===== src/rtl/qosc_pkg.sv =====
`default_nettype none
// ============================================================================
// Module      : qosc_pkg
// Description : Shared types and constants for the quadrature oscillator
//               configuration sequencer (state encoding, frame header,
//               frame geometry and power-on coefficient defaults).
// Revision    : 1.0 - initial release
// ============================================================================
package qosc_pkg;

  // Controller states; explicit 2-bit encoding
  typedef enum logic [1:0] {
    ST_LOAD = 2'd0,
    ST_RUN  = 2'd1,
    ST_RX   = 2'd2
  } qosc_state_t;

  localparam logic [7:0] HEADER      = 8'hA5;
  localparam int         FRAME_BYTES = 10;
  localparam int         FRAME_BITS  = FRAME_BYTES * 8;

  // Power-on coefficient set, so the oscillator runs without host traffic
  localparam logic [15:0] RE_DEFAULT      = 16'h7d34;
  localparam logic [15:0] IM_DEFAULT      = 16'h1a9d;
  localparam logic [15:0] POWER_DEFAULT   = 16'h0400;
  localparam logic [15:0] ACCU_RE_DEFAULT = 16'h0020;
  localparam logic [15:0] ACCU_IM_DEFAULT = 16'h0000;

  // Frame image in wire order: byte 0 lands in the top byte
  localparam logic [FRAME_BITS-1:0] FRAME_DEFAULT = {RE_DEFAULT, IM_DEFAULT,
    POWER_DEFAULT, ACCU_RE_DEFAULT, ACCU_IM_DEFAULT};

endpackage
`default_nettype wire


===== src/rtl/qosc_ctrl_shadow.sv =====
`default_nettype none
// ============================================================================
// Module      : qosc_ctrl_shadow
// Description : 80-bit byte-addressed shadow register. Byte 0 is the MSB of
//               the real coefficient. A reload overwrites the whole image and
//               takes priority over a byte write.
// Revision    : 1.0 - initial release
// ============================================================================
module qosc_ctrl_shadow
  import qosc_pkg::*;
(
  input  logic                  clk,
  input  logic                  rst,
  input  logic                  wr_en,
  input  logic [3:0]            wr_idx,
  input  logic [7:0]            wr_byte,
  input  logic                  reload,
  input  logic [FRAME_BITS-1:0] reload_data,
  output logic [FRAME_BITS-1:0] data
);

  logic [FRAME_BITS-1:0] shadow_q;
  logic [FRAME_BITS-1:0] shadow_d;

  // Next shadow image: full reload, or a single addressed byte replaced
  always_comb begin
    shadow_d = shadow_q;
    if (reload) begin
      shadow_d = reload_data;
    end else if (wr_en) begin
      for (int i = 0; i < FRAME_BYTES; i++) begin
        if (wr_idx == 4'(i)) begin
          shadow_d[FRAME_BITS-1-8*i -: 8] = wr_byte;
        end
      end
    end
  end

  // Shadow storage, reset to the power-on frame
  always_ff @(posedge clk or posedge rst) begin
    if (rst) begin
      shadow_q <= FRAME_DEFAULT;
    end else begin
      shadow_q <= shadow_d;
    end
  end

  assign data = shadow_q;

endmodule
`default_nettype wire


===== src/rtl/qosc_ctrl.sv =====
`default_nettype none
// ============================================================================
// Module      : qosc_ctrl
// Description : Configuration sequencer for the quadrature oscillator. Collects
//               a header + 10-byte frame into a shadow register, commits it
//               atomically, pulses load for LOAD_CYCLES, then runs.
//               Optional feature macro: QOSC_CTRL_DECIM_EN (decimated
//               sample_stb in RUN; otherwise sample_stb follows running).
// Revision    : 1.0 - initial release
// ============================================================================
module qosc_ctrl
  import qosc_pkg::*;
#(
  parameter int LOAD_CYCLES = 4,
  parameter int TIMEOUT     = 1023,
  parameter int DECIM       = 16
) (
  input  logic        clk,
  input  logic        rst,
  input  logic        wr_stb,
  input  logic [7:0]  wr_data,
  input  logic        abort,
  output logic [15:0] re_coeff,
  output logic [15:0] im_coeff,
  output logic [15:0] power,
  output logic [15:0] accu_re_init,
  output logic [15:0] accu_im_init,
  output logic        load,
  output logic        running,
  output logic        busy,
  output logic        err,
  output logic        sample_stb
);

  localparam int LCW = $clog2(LOAD_CYCLES + 1);
  localparam int TW  = $clog2(TIMEOUT + 1);

  qosc_state_t           state_q, state_d;
  logic [LCW-1:0]        load_cnt_q, load_cnt_d;
  logic [3:0]            byte_idx_q, byte_idx_d;
  logic [TW-1:0]         timer_q, timer_d;
  logic                  err_q, err_d;
  logic                  load_q, load_d;
  logic                  running_q, running_d;
  logic                  busy_q, busy_d;
  logic [FRAME_BITS-1:0] out_q, out_d;

  logic                  sh_wr;
  logic                  sh_reload;
  logic [FRAME_BITS-1:0] sh_data;

  qosc_ctrl_shadow u_shadow (
    .clk         (clk),
    .rst         (rst),
    .wr_en       (sh_wr),
    .wr_idx      (byte_idx_q),
    .wr_byte     (wr_data),
    .reload      (sh_reload),
    .reload_data (out_q),
    .data        (sh_data)
  );

  // Sequencer next-state: frame reception, commit, timeout and abort handling
  always_comb begin
    state_d    = state_q;
    load_cnt_d = load_cnt_q;
    byte_idx_d = byte_idx_q;
    timer_d    = timer_q;
    err_d      = err_q;
    out_d      = out_q;
    sh_wr      = 1'b0;
    sh_reload  = 1'b0;
    case (state_q)
      ST_LOAD: begin
        // Bytes arriving here are deliberately ignored
        if (load_cnt_q == LCW'(LOAD_CYCLES - 1)) begin
          state_d    = ST_RUN;
          load_cnt_d = '0;
        end else begin
          load_cnt_d = load_cnt_q + 1'b1;
        end
      end
      ST_RUN: begin
        if (wr_stb) begin
          if (wr_data == HEADER) begin
            state_d    = ST_RX;
            byte_idx_d = '0;
            timer_d    = '0;
            err_d      = 1'b0;
          end else begin
            err_d = 1'b1;
          end
        end
      end
      ST_RX: begin
        if (abort) begin
          state_d   = ST_RUN;
          sh_reload = 1'b1;
        end else if (wr_stb) begin
          sh_wr   = 1'b1;
          timer_d = '0;
          if (byte_idx_q == 4'(FRAME_BYTES - 1)) begin
            // Last byte bypasses the shadow so the commit includes it
            out_d      = {sh_data[FRAME_BITS-1:8], wr_data};
            state_d    = ST_LOAD;
            load_cnt_d = '0;
          end else begin
            byte_idx_d = byte_idx_q + 1'b1;
          end
        end else if (timer_q == TW'(TIMEOUT - 1)) begin
          err_d     = 1'b1;
          sh_reload = 1'b1;
          state_d   = ST_RUN;
        end else begin
          timer_d = timer_q + 1'b1;
        end
      end
      default: begin
        state_d    = ST_LOAD;
        load_cnt_d = '0;
      end
    endcase
    load_d    = (state_d == ST_LOAD);
    running_d = (state_d == ST_RUN);
    busy_d    = (state_d == ST_RX);
  end

  // Sequencer state, status flags and committed coefficient registers
  always_ff @(posedge clk or posedge rst) begin
    if (rst) begin
      state_q    <= ST_LOAD;
      load_cnt_q <= '0;
      byte_idx_q <= '0;
      timer_q    <= '0;
      err_q      <= 1'b0;
      load_q     <= 1'b1;
      running_q  <= 1'b0;
      busy_q     <= 1'b0;
      out_q      <= FRAME_DEFAULT;
    end else begin
      state_q    <= state_d;
      load_cnt_q <= load_cnt_d;
      byte_idx_q <= byte_idx_d;
      timer_q    <= timer_d;
      err_q      <= err_d;
      load_q     <= load_d;
      running_q  <= running_d;
      busy_q     <= busy_d;
      out_q      <= out_d;
    end
  end

`ifdef QOSC_CTRL_DECIM_EN
  localparam int DW = $clog2(DECIM);

  logic [DW-1:0] decim_cnt_q, decim_cnt_d;
  logic          sample_stb_q, sample_stb_d;

  // Decimation: counter restarts on RUN entry, pulse lands in RUN cycle DECIM
  always_comb begin
    decim_cnt_d  = '0;
    sample_stb_d = 1'b0;
    if (state_q == ST_RUN && state_d == ST_RUN) begin
      decim_cnt_d  = (decim_cnt_q == DW'(DECIM - 1)) ? '0 : decim_cnt_q + 1'b1;
      sample_stb_d = (decim_cnt_q == DW'(DECIM - 2));
    end
  end

  // Decimation counter and strobe register
  always_ff @(posedge clk or posedge rst) begin
    if (rst) begin
      decim_cnt_q  <= '0;
      sample_stb_q <= 1'b0;
    end else begin
      decim_cnt_q  <= decim_cnt_d;
      sample_stb_q <= sample_stb_d;
    end
  end

  assign sample_stb = sample_stb_q;
`else
  // Every RUN cycle carries a sample; the DECIM term is constant-true for any
  // legal configuration and keeps the parameter referenced in this build
  assign sample_stb = running_q && (DECIM >= 2);
`endif

  assign re_coeff     = out_q[79:64];
  assign im_coeff     = out_q[63:48];
  assign power        = out_q[47:32];
  assign accu_re_init = out_q[31:16];
  assign accu_im_init = out_q[15:0];
  assign load         = load_q;
  assign running      = running_q;
  assign busy         = busy_q;
  assign err          = err_q;

endmodule
`default_nettype wire


===== config.mk =====
export PLATFORM = sky130hd
export DESIGN_NAME = qosc_ctrl
export DESIGN_NICKNAME = d
export VERILOG_FILES = /design/src/rtl/qosc_pkg.sv /design/src/rtl/qosc_ctrl_shadow.sv /design/src/rtl/qosc_ctrl.sv
export SDC_FILE = /design/constraint.sdc
export NUM_CORES = 1
export LEC_CHECK = 0
export CAP_MARGIN = 20
export CELL_PAD_IN_SITES_DETAIL_PLACEMENT = 2
export CELL_PAD_IN_SITES_GLOBAL_PLACEMENT = 2
export CORE_MARGIN = 5
export CORE_UTILIZATION = 42
export CTS_BUF_LIST = sky130_fd_sc_hd__clkbuf_2 sky130_fd_sc_hd__clkbuf_4 sky130_fd_sc_hd__clkbuf_8
export CTS_CLUSTER_DIAMETER = 200
export DETAILED_ROUTE_END_ITERATION = 8
export PLACE_DENSITY_LB_ADDON = 0.1
export SLEW_MARGIN = 20
export SYNTH_ARGS = -nofsm -noshare
export SYNTH_HDL_FRONTEND = slang
export SYNTH_SLANG_ARGS = --single-unit

===== constraint.sdc =====
create_clock -name clk -period 8.9 [get_ports clk]
set_input_delay 1.335 -clock clk [delete_from_list [all_inputs] [get_ports clk]]
set_output_delay 1.335 -clock clk [all_outputs]
set_load 0.02 [all_outputs]

### Word level (Yosys, flattened, before mapping)

Cells that the tools add are included.

| operators by class | value |
|---|---|
| $add $sub $neg | 3 |
| equal/unequal tests | 25 |
| multiplexer cells | 50 |
| bitwise operators | 2 |
| reductions and logical operators | 28 |

Operators by type and width:

| kind | number |
|---|---|
| $mux 80 | 2 |
| $mux 8 | 10 |
| $mux 10 | 5 |
| $reduce_bool 2->1 | 11 |
| $mux 4 | 5 |
| $pmux 10 s2 | 1 |
| $reduce_and 2->1 | 9 |
| $eq 4x3->1 const B | 4 |
| $ne 2x2->1 const B | 8 |
| $mux 2 | 7 |
| $mux 1 | 12 |
| $mux 3 | 4 |
| $add 10x1->10 const B | 1 |
| $eq 10x10->1 const B | 1 |
| $reduce_and 5->1 | 2 |
| $pmux 3 s3 | 1 |
| $eq 4x2->1 const B | 2 |
| $eq 4x4->1 const B | 2 |
| $eq 8x8->1 const B | 1 |
| $pmux 4 s2 | 1 |
| $reduce_and 4->1 | 2 |
| $pmux 2 s3 | 1 |
| $reduce_and 6->1 | 1 |
| $add 4x1->4 const B | 1 |
| other kinds (10) | 14 |

| word-level totals | value |
|---|---|
| register bits | 175 |
| bits of input ports | 12 |
| output and inout bits | 85 |
| logic and storage cells | 126 |

### Logic depth before layout (Yosys ltp)

| depth | value |
|---|---|
| depth after elaboration | 7 |
| depth in mapped cells | 8 |
| mapped depth without buffers | 6 |

### Hierarchy

A second synthesis with hierarchy kept.

| second synthesis, totals | value |
|---|---|
| cell total of the unflattened synthesis | 788 |
| area, all modules | 9123.8 um^2 |

By module, submodules not included:

| module | times used | cells an instance | area each (um^2) | sequential area each (um^2) |
|---|---|---|---|---|
| qosc_ctrl | 1 | 303 | 4797.1 | 2602.5 |
| qosc_ctrl_shadow | 1 | 485 | 4326.6 | 2025.7 |

### Worst setup path after synthesis

OpenSTA, ideal clock, no wires.

| timing | value |
|---|---|
| kind | input to register |
| start | input port abort |
| end | register u_shadow.shadow_q[39] (netlist: u_shadow.data[39]) |
| library setup time | 0.134 ns |
| arrival time | 2.679 ns |
| required time | 8.766 ns |
| setup slack | 6.087 ns |
| stages on the path | 5 |
| path buffers | 1 |
| cell sequence | or3b_1 -> buf_6 -> nor4_4 -> mux2i_1 -> a21oi_2 |

| between the ends | value |
|---|---|
| word-level cells in the longest chain between the ends | 4 |
| elaborated cells on any way between the ends | 8 |
| those cells by class | 5 x mux; 3 x reduce/logical |

Ends and longest elaborated chain:

| what | RTL line | source |
|---|---|---|
| start: declaration | qosc_ctrl.sv:22 | `input logic abort,` |
| $mux 1 | qosc_ctrl.sv:96 | `if (abort) begin` |
| $mux 1 | qosc_ctrl.sv:73 | `case (state_q)` |
| $reduce_bool 2->1 (no line) | n/a |  |
| $reduce_and 2->1 (no line) | n/a |  |
| end signal: assignment | qosc_ctrl_shadow.sv:44 | `shadow_q <= shadow_d;` |
| end: declaration | qosc_ctrl_shadow.sv:22 | `logic [FRAME_BITS-1:0] shadow_q;` |

Parallel ways exist; a longest one is shown, timed or not.
A chain may end at the register's enable or synchronous reset.

### Worst setup path after layout

| timing | value |
|---|---|
| start | input port wr_stb |
| end | register out_q[61] |

| between the ends | value |
|---|---|
| word-level cells in the longest chain between the ends | 1 |

Ends and longest elaborated chain:

| what | RTL line | source |
|---|---|---|
| start: declaration | qosc_ctrl.sv:20 | `input logic wr_stb,` |
| $reduce_and 4->1 (no line) | n/a |  |
| end signal: assignment | qosc_ctrl.sv:149 | `out_q <= out_d;` |
| end: declaration | qosc_ctrl.sv:46 | `logic [FRAME_BITS-1:0] out_q, out_d;` |

Every way passes these cells.

==> run_summary.xml <==
<?xml version="1.0" encoding="UTF-8"?>
<metrics>
  <group name="run_status">
    <metric name="status" unit="">completed</metric>
  </group>
  <group name="placement">
    <metric name="place_area" unit="mm²">0.00903</metric>
    <metric name="detailedPlace.worstSlack" unit="ns">3.39</metric>
    <metric name="gp_congestion" unit="">0.770</metric>
    <metric name="buffer_ports.inserted" unit="">96</metric>
    <metric name="instance_count_after_placement_with_tap_cells_included" unit="">932</metric>
    <metric name="placed_wire_length_estimate" unit="µm">14400</metric>
  </group>
  <group name="final_layout">
    <metric name="drive_above_1_share" unit="%">26.1</metric>
    <metric name="mostFrequentLayoutCells" unit="">sky130_fd_sc_hd__dfrtp_1, sky130_fd_sc_hd__clkdlybuf4s50_1, sky130_fd_sc_hd__mux2_2, sky130_fd_sc_hd__nor3_1, sky130_fd_sc_hd__mux2i_1</metric>
    <metric name="post_layout_util" unit="%">50.8</metric>
    <metric name="mostFrequentLayoutCell" unit="">sky130_fd_sc_hd__dfrtp_1</metric>
    <metric name="insertedDiodeCount" unit="">0</metric>
    <metric name="layout.cells.non_filler" unit="">965</metric>
    <metric name="finish.instance_area" unit="mm²">0.00947</metric>
    <metric name="area.growth.synth_to_final" unit="%">19.3</metric>
    <metric name="fin_nets" unit="">737</metric>
  </group>
  <group name="yosys">
    <metric name="post_synth_instance_area" unit="mm²">0.00794</metric>
    <metric name="ys_ff_latch" unit="">175</metric>
    <metric name="synth.avg_cell_area" unit="µm²">12.2</metric>
    <metric name="synthCells" unit="">650</metric>
    <metric name="synth-main-ff-cell" unit="">sky130_fd_sc_hd__dfrtp_1</metric>
    <metric name="edff_count_synth" unit="">0</metric>
    <metric name="synth_nets" unit="">669</metric>
    <metric name="synth.yosys.seq_area_share" unit="%">55.8</metric>
    <metric name="synthesis.yosys.warnings" unit="">0</metric>
    <metric name="synth.lib_cells_used.distinct" unit="">47</metric>
    <metric name="synthArstFlopShare" unit="%">100</metric>
  </group>
  <group name="grt">
    <metric name="gr-usage-met1" unit="%">29.0</metric>
    <metric name="grt_first_pass_wirelength" unit="µm">38000</metric>
    <metric name="gr-usage-met2" unit="%">38.0</metric>
    <metric name="globalRoute.totalOverflow" unit="">0</metric>
    <metric name="number_of_antenna_violations_at_the_first_check_in_global_routing" unit="">0</metric>
    <metric name="gr-usage-all-layers" unit="%">22.3</metric>
    <metric name="grt_pass1_vias" unit="">6511</metric>
    <metric name="use_met3" unit="%">4.45</metric>
    <metric name="grt.busiest_layer" unit="">met2</metric>
    <metric name="largest_net_degree_at_the_start_of_global_routing" unit="">103</metric>
  </group>
  <group name="clock_network">
    <metric name="cts_setup_buffers" unit="">0</metric>
    <metric name="clock_path_buffers" unit="">2</metric>
    <metric name="clock-sinks" unit="">175</metric>
    <metric name="ctsResizeCount" unit="">0</metric>
    <metric name="numCtsBuffers" unit="">17</metric>
    <metric name="ctsHtreeMaxLevel" unit="">4</metric>
    <metric name="insertion_delay" unit="ns">0.48</metric>
    <metric name="clkSlewWorstSetupHoldPaths" unit="ns">0.10</metric>
    <metric name="clock_tree_from_tritoncts" unit="">done</metric>
    <metric name="root_buffer_cell" unit="">sky130_fd_sc_hd__clkbuf_8</metric>
    <metric name="ctsHoldBuffers" unit="">0</metric>
  </group>
  <group name="route">
    <metric name="final_antenna_net_count" unit="">0</metric>
    <metric name="dr_total_vias" unit="">5638</metric>
    <metric name="drt_first_pass_iters" unit="">4</metric>
    <metric name="drtIter0Drc" unit="">256</metric>
    <metric name="viasPerCell" unit="">5.84</metric>
    <metric name="post-route-drc-count" unit="">0</metric>
    <metric name="wirelength" unit="µm">23300</metric>
    <metric name="wl_per_cell" unit="µm">24.2</metric>
  </group>
  <group name="power_and_ir_drop">
    <metric name="seq_power_share" unit="%">55.8</metric>
    <metric name="vdd_drop_max" unit="V">0.0000975</metric>
    <metric name="report.power.total" unit="mW">1.51</metric>
    <metric name="static-leakage-power" unit="nW">4.09</metric>
    <metric name="netSwitchingPower" unit="mW">0.393</metric>
    <metric name="power_density" unit="mW/mm²">160</metric>
    <metric name="clock_power_share" unit="%">37.8</metric>
    <metric name="power.combinational.fraction" unit="%">6.4</metric>
    <metric name="power_switching_share" unit="%">26.0</metric>
    <metric name="cellInternalPower" unit="mW">1.12</metric>
  </group>
  <group name="floorplan">
    <metric name="design.portCount" unit="">97</metric>
    <metric name="die_area" unit="mm²">0.0218</metric>
    <metric name="die_height" unit="µm">147</metric>
    <metric name="initial_core_util" unit="%">42.6</metric>
    <metric name="die_w" unit="µm">147</metric>
    <metric name="placement_rows" unit="">50</metric>
    <metric name="design.core.area" unit="mm²">0.0186</metric>
  </group>
  <group name="timing">
    <metric name="totalNegativeSetupSlack" unit="ns">0</metric>
    <metric name="max_slew_margin" unit="%">32.7</metric>
    <metric name="slew_violations" unit="">0</metric>
    <metric name="fin_hold_ws" unit="ns">0.484</metric>
    <metric name="min_period_over_period" unit="%">49.6</metric>
    <metric name="timing.final.setup_violations" unit="">0</metric>
    <metric name="worstMarginPinSlew" unit="ns">1.01</metric>
    <metric name="finalCriticalPeriod" unit="ns">4.42</metric>
    <metric name="clock.fmax" unit="MHz">226</metric>
    <metric name="clock_skew" unit="ns">0.00836</metric>
    <metric name="rsz0062_at_grt" unit="">no</metric>
    <metric name="endpoints_failing_hold" unit="">0</metric>
    <metric name="finalWorstSetupSlack" unit="ns">4.48</metric>
  </group>
  <group name="worst_setup_path">
    <metric name="crit_type" unit="">in2reg</metric>
    <metric name="crit_path_max_fo" unit="">47</metric>
    <metric name="cp_data_arrival_time" unit="ns">4.77</metric>
    <metric name="cp.required" unit="ns">9.26</metric>
    <metric name="crit_path_end_kind" unit="">flop</metric>
    <metric name="worstSetupStartpointType" unit="">input port</metric>
  </group>
  <group name="hold_path">
    <metric name="worst_min_path_class" unit="">reg2reg</metric>
  </group>
  <group name="flow_run">
    <metric name="cap_viol_max_count" unit="">0</metric>
  </group>
</metrics>
cell usage after synthesis, types with 10 or more instances:
master / number / area (µm²)
sky130_fd_sc_hd__dfrtp_1: 136 / 3400
sky130_fd_sc_hd__mux2_2: 82 / 923
sky130_fd_sc_hd__nor3_1: 78 / 390
sky130_fd_sc_hd__mux2i_1: 73 / 731
sky130_fd_sc_hd__a21oi_1: 62 / 310
sky130_fd_sc_hd__dfstp_2: 39 / 1020
sky130_fd_sc_hd__clkbuf_1: 29 / 109
sky130_fd_sc_hd__buf_2: 22 / 110
sky130_fd_sc_hd__a21oi_2: 16 / 140
sky130_fd_sc_hd__a31oi_1: 12 / 75.1
sky130_fd_sc_hd__nand2_1: 11 / 41.3
sky130_fd_sc_hd__inv_1: 10 / 37.5
worst paths after layout:
check | start | endpoint | slack, ns | cells after the start
worst min register to register | timer_q[8] | timer_q[8] | 0.48 | 1
worst max-delay path | wr_stb | out_q[61] | 4.48 | 6
worst min-delay path | timer_q[8] | timer_q[8] | 0.48 | 1
min in group asynchronous | rst | u_shadow.data[10] | 1.43 | 2
max in group asynchronous | rst | u_shadow.data[56] | 5.95 | 3
worst max register to register | state_q[1] | out_q[61] | 5.57 | 5
power groups by stage:
stage | Clock [mW] | Combinational (mW) | Sequential, mW
2_1_floorplan | 0 | 0.0655 | 0.852
5_1_grt | 0.626 | 0.108 | 0.848
6_report | 0.572 | 0.0976 | 0.844
3_3_place_gp | 0 | 0.0929 | 0.855
3_5_place_dp | 0 | 0.0988 | 0.859
4_1_cts | 0.590 | 0.0995 | 0.844
final cells by class:
type / count / area (µm²)
clock inverters: 14 / 158
well taps: 234 / 293
clock buffers: 18 / 248
inverters: 11 / 46.3
flip-flops and latches: 175 / 4430
multi-input cells: 410 / 3260
repair buffers: 103 / 1030
fillers: 1836 / 9170
worst max-delay path: stages:
cell                              delay (ns)
sky130_fd_sc_hd__clkdlybuf4s50_1        0.81
sky130_fd_sc_hd__nor4bb_2               0.77
sky130_fd_sc_hd__nor2b_4                0.59
sky130_fd_sc_hd__buf_16                 0.24
sky130_fd_sc_hd__buf_4                  0.58
sky130_fd_sc_hd__mux2_2                 0.41
sequential cells by signal, summed over array words and instances, names as in the netlist:
name and flops:
out_q 80, u_shadow.data 72, timer_q 10, byte_idx_q 4
load_cnt_q 3, state_q 2, busy 1, err 1
load 1, running 1
cells by family after synthesis:
| group | after synthesis | share of synthesized area, % |
|---|---|---|
| AO/OA/AOI/OAI | 113 | 8.73 |
| buffers and inverters | 65 | 3.58 |
| AND/OR/NAND/NOR | 135 | 9.98 |
| multiplexers | 155 | 20.8 |
| flip-flops | 175 | 55.8 |
| adder cells (fa/ha/maj) | 7 | 1.10 |
per-layer routing:
layer | up-vias | routed length (µm)
met5 | - | 0
met1 | 2983 | 10300
li1 | 2499 | -
met4 | 0 | 323
met3 | 27 | 1050
met2 | 129 | 11700
Power figures use the tool's default switching activity.
==> RTL change 1: new RTL, same settings <==
Add a define of `QOSC_CTRL_DECIM_EN`.
--- a/src/rtl/qosc_ctrl.sv
+++ b/src/rtl/qosc_ctrl.sv
@@ -8,6 +8,8 @@
 //               sample_stb in RUN; otherwise sample_stb follows running).
 // Revision    : 1.0 - initial release
 // ============================================================================
+`define QOSC_CTRL_DECIM_EN
+
 module qosc_ctrl
   import qosc_pkg::*;
 #(
Function: changed (Yosys sat finds a counterexample within 10 cycles, from zero or initial values and one cycle with rst high).
==> RTL change 1 against the original RTL <==
Setup slack better by 0.24 ns; wire length is 2.1% lower; largest cell class unchanged; sequential cell count is 5 higher; sequential power is 2% higher; power is 3.1% higher; fmax is 5.8% higher; cell area is 7.3% higher; area after synthesis is 9.5% higher.
==> RTL change 1: results (changes against the original RTL) <==
stage;metric;value;unit;change
place;dp_cells;925;;was 932
logic_synthesis;synth-compound-area-share;0.0219;;was 0.0873
outcome;outcome;completed;;unchanged
grt;grt_pass1_vias;6120;;was 6,511
critical_path;arrival;4.52;ns;was 4.77 ns
timing;slew_headroom;0.318;;was 0.327
place;gp_congestion;0.811;;was 0.770
final_layout;largest_register_ff_count;80;;unchanged
drt;drt_iter0_drc;195;;was 256
final_layout;drive_above_1_share;0.453;;was 0.261
final_layout;n_antenna_cell;0;;unchanged
place;port_buffers;96;;unchanged
cts;post_cts_resized;0;;unchanged
grt;grtUsageTotal;0.198;;was 0.223
logic_synthesis;ys_seq_area_frac;0.524;;was 0.558
critical_path;cp_max_fo;38;;was 47
logic_synthesis;synth.area.mux_share;0.327;;was 0.208
final_layout;nNetsFinal;695;;was 737
power;p_leak;0.00477;uW;was 0.00409 uW
place;post-place-ws;4.23;ns;was 3.39 ns
logic_synthesis;yosys.area_share.xor_xnor;0.00302;;was 0
logic_synthesis;synth_fa_ha_area_frac;0.0130;;was 0.0110
drt;wl_per_cell;23.9;microns;was 24.2 microns
logic_synthesis;synth.area.top_cells;dfrtp_1 (41%), mux2_2 (18%), mux2_4 (15%);;was dfrtp_1 (43%), dfstp_2 (13%), mux2_2 (12%)
place;place_hpwl;14700;microns;was 14,400 microns
logic_synthesis;ys_warn_count;0;;unchanged
power;irDropWorstVdd;0.0000787;V;was 0.0000975 V
cts;cts_buffer_depth;2;;unchanged
timing;skew;0.0126;ns;was 0.00836 ns
cts;post_cts_buffers;0;;unchanged
grt;grt_pass1_wl;36600;microns;was 38,000 microns
logic_synthesis;post_synth_num_cell_types;55;;was 47
grt;grt_start_max_net_pins;100;;was 103
cts;clock_latency;0.46;ns;was 0.48 ns
logic_synthesis;synth_common_cells;dfrtp_1 (141), mux2_2 (139), mux2_4 (85);;was dfrtp_1 (136), mux2_2 (82), nor3_1 (78)
final_layout;instances_no_fill;957;;was 965
cts;cts_made_buffers;17;;unchanged
logic_synthesis;syn_area_per_cell;14.6;sq um;was 12.2 sq um
drt;vias;5198;;was 5,638
final_layout;largest-register;out_q;;unchanged
logic_synthesis;synth_edf_count;0;;unchanged
cts;h-tree-depth;4;;unchanged
logic_synthesis;synth_fp_nets;616;;was 669
-- RTL change 1: layer usage --
layer  vias to the layer above  wire length, microns  GRT usage
li1                       2295                     -          -
met1                      2794                  9880      0.246
met2                        86                 12000      0.353
met3                        23                   693     0.0405
met4                         0                   306     0.0530
met5                         -                     0          0
-- RTL change 1: cell type report --
type,instances,area (sq um)
fillers,1938,10100
flip-flops and latches,180,4550
multi-input cells,366,3810
repair buffers,101,1000
well taps,270,338
clock buffers,19,255
clock inverters,13,171
inverters,8,35.0
-- RTL change 1: final timing paths --
path / startpoint / end / slack, ns / cells after the start
min in group asynchronous: rst / out_q[13] / 1.44 / 2
setup reg to reg: timer_q[0] / u_shadow.data[47] / 5.75 / 8
hold reg to reg: load_cnt_q[2] / load_cnt_q[2] / 0.51 / 1
setup / recovery: wr_stb / u_shadow.data[47] / 4.73 / 7
hold / removal: load_cnt_q[2] / load_cnt_q[2] / 0.51 / 1
max in group asynchronous: rst / out_q[70] / 6.14 / 3
-- RTL change 1: where the power goes --
part           internal, uW  switching, uW  total [uW]
Clock                   293            315         608
Sequential              836           21.4         857
Combinational          32.6           62.8        95.4
-- RTL change 1: cells by family after synthesis --
logic type               Yosys count
adder cells (fa/ha/maj)            9
flip-flops                       180
multiplexers                     224
AND/OR/NAND/NOR                  103
buffers and inverters             49
AO/OA/AOI/OAI                     27
XOR/XNOR                           3
-- RTL change 1: critical path: stages --
cell and delay, ns:
clkdlybuf4s50_1 0.76, nand3b_1 0.26, nor4_4 0.07, o21ai_4 0.44, buf_4 0.52, buf_4 0.68, mux2_2 0.41
-- RTL change 1: through the flow --
| step | utilization | total power (uW) | area, sq um |
|---|---|---|---|
| after floorplan | - | 928 | 8690 |
| after global placement | 0.479 | 960 | 9730 |
| after detailed placement | 0.479 | 971 | 9730 |
| after CTS | 0.500 | 1580 | 10200 |
| after global routing | 0.501 | 1630 | 10200 |
| final | 0.501 | 1560 | 10200 |
==> RTL change 2: new RTL, config.mk and constraints unchanged <==
Made on the original files. The 3 states of `qosc_state_t` get a one-hot encoding in 3 bits.
--- a/src/rtl/qosc_pkg.sv
+++ b/src/rtl/qosc_pkg.sv
@@ -9,10 +9,10 @@
 package qosc_pkg;
 
   // Controller states; explicit 2-bit encoding
-  typedef enum logic [1:0] {
-    ST_LOAD = 2'd0,
-    ST_RUN  = 2'd1,
-    ST_RX   = 2'd2
+  typedef enum logic [2:0] {
+    ST_LOAD = 3'b001,
+    ST_RUN  = 3'b010,
+    ST_RX   = 3'b100
   } qosc_state_t;
 
   localparam logic [7:0] HEADER      = 8'hA5;
Check against the original RTL: no difference found for any inputs over 10 cycles, from zero or initial values and one cycle with rst high; not proved beyond that.
==> RTL change 2 against the original RTL <==
Power increased by 3.9%; critical path type unchanged; wire length decreased by 9.7%; cell area increased by 1.6%; area after synthesis increased by 1.2%; sequential cell count increased by 1; setup slack improved by 0.47 ns; clock power increased by 5.9%; fmax increased by 12%; highest routed layer unchanged.
==> RTL change 2: results (changes against the original RTL) <==
stage;metric;value;unit;change
outcome;outcome;completed;;unchanged
grt;grt_pass1_vias;5765;;was 6,511
timing;skew;0.0248;ns;was 0.00836 ns
place;place_area;9190;sq um;was 9030 sq um
logic_synthesis;ys_seq_area_frac;0.554;;was 0.558
grt;grt_pass1_wl;34200;microns;was 38,000 microns
logic_synthesis;synth_common_cells;mux2_2 (217), dfrtp_1 (136), dfstp_2 (40);;was dfrtp_1 (136), mux2_2 (82), nor3_1 (78)
timing;tightest_slew;1.04;ns;was 1.01 ns
place;post-place-ws;4.50;ns;was 3.39 ns
final_layout;instances_no_fill;902;;was 965
final_layout;multi_input_area;3400;sq um;was 3260 sq um
drt;routed_wl;21100;microns;was 23,300 microns
logic_synthesis;synthCells;571;;was 650
final_layout;clock_cell_area_share;0.0447;;was 0.0428
final_layout;multi_input_gates;349;;was 410
critical_path;arrival;4.31;ns;was 4.77 ns
final_layout;drive_above_1_share;0.457;;was 0.261
place;place_hpwl;13300;microns;was 14,400 microns
logic_synthesis;yosys.area_share.xor_xnor;0.00218;;was 0
logic_synthesis;synth.area.mux_share;0.316;;was 0.208
critical_path;cp_max_fo;11;;was 47
logic_synthesis;synth_fa_ha_area_frac;0.0109;;was 0.0110
logic_synthesis;synth-compound-area-share;0.0382;;was 0.0873
final_layout;num-clock-buffers;19;;was 18
min_path;worstHoldStart;timer_q[7];;was timer_q[8]
power;irDropWorstVdd;0.0000824;V;was 0.0000975 V
place;dp_cells;870;;was 932
critical_path;critPathTopFamily;simple AND/OR/NAND/NOR gates;;was buffers and inverters
final_layout;numSequentialCells;176;;was 175
final_layout;nFillCells;1758;;was 1,836
grt;grt_start_max_net_pins;121;;was 103
final_layout;syn2layout_area_growth;19.7;%;was 19.3%
power;p_leak;0.00447;uW;was 0.00409 uW
final_layout;nNetsFinal;674;;was 737
drt;drt-vias-per-instance;5.53;;was 5.84
place;gp_congestion;0.782;;was 0.770
final_layout;buffer_area_frac;0.103;;was 0.109
grt;grtUsageTotal;0.201;;was 0.223
logic_synthesis;synth_fp_nets;590;;was 669
[RTL change 2: cell types whose count changed after synthesis, moves of 10 or more]
cell,before,now
nor2_1,4,14
nor3_1,78,7
a21oi_1,62,6
clkbuf_1,29,16
a21oi_2,16,0
mux2i_1,73,0
mux2_2,82,217
[RTL change 2: worst paths after layout]
check,to,slack [ns],depth (start not counted)
max,timer_q[1],4.95,5
min,timer_q[7],0.50,1
max reg2reg,u_shadow.data[62],5.81,4
min reg2reg,timer_q[7],0.50,1
max in group asynchronous,out_q[3],6.15,3
min in group asynchronous,timer_q[0],1.43,2
[RTL change 2: layer usage]
metal,GRT usage,routed length (microns)
met5,0,0
met4,0.0499,179
met3,0.0360,500
met2,0.354,11100
met1,0.257,9300
[RTL change 2: power by group]
group | internal, uW | switching (uW)
registers | 822 | 21.6
logic | 49.6 | 73.5
clock network | 294 | 312
total | 1170 | 407
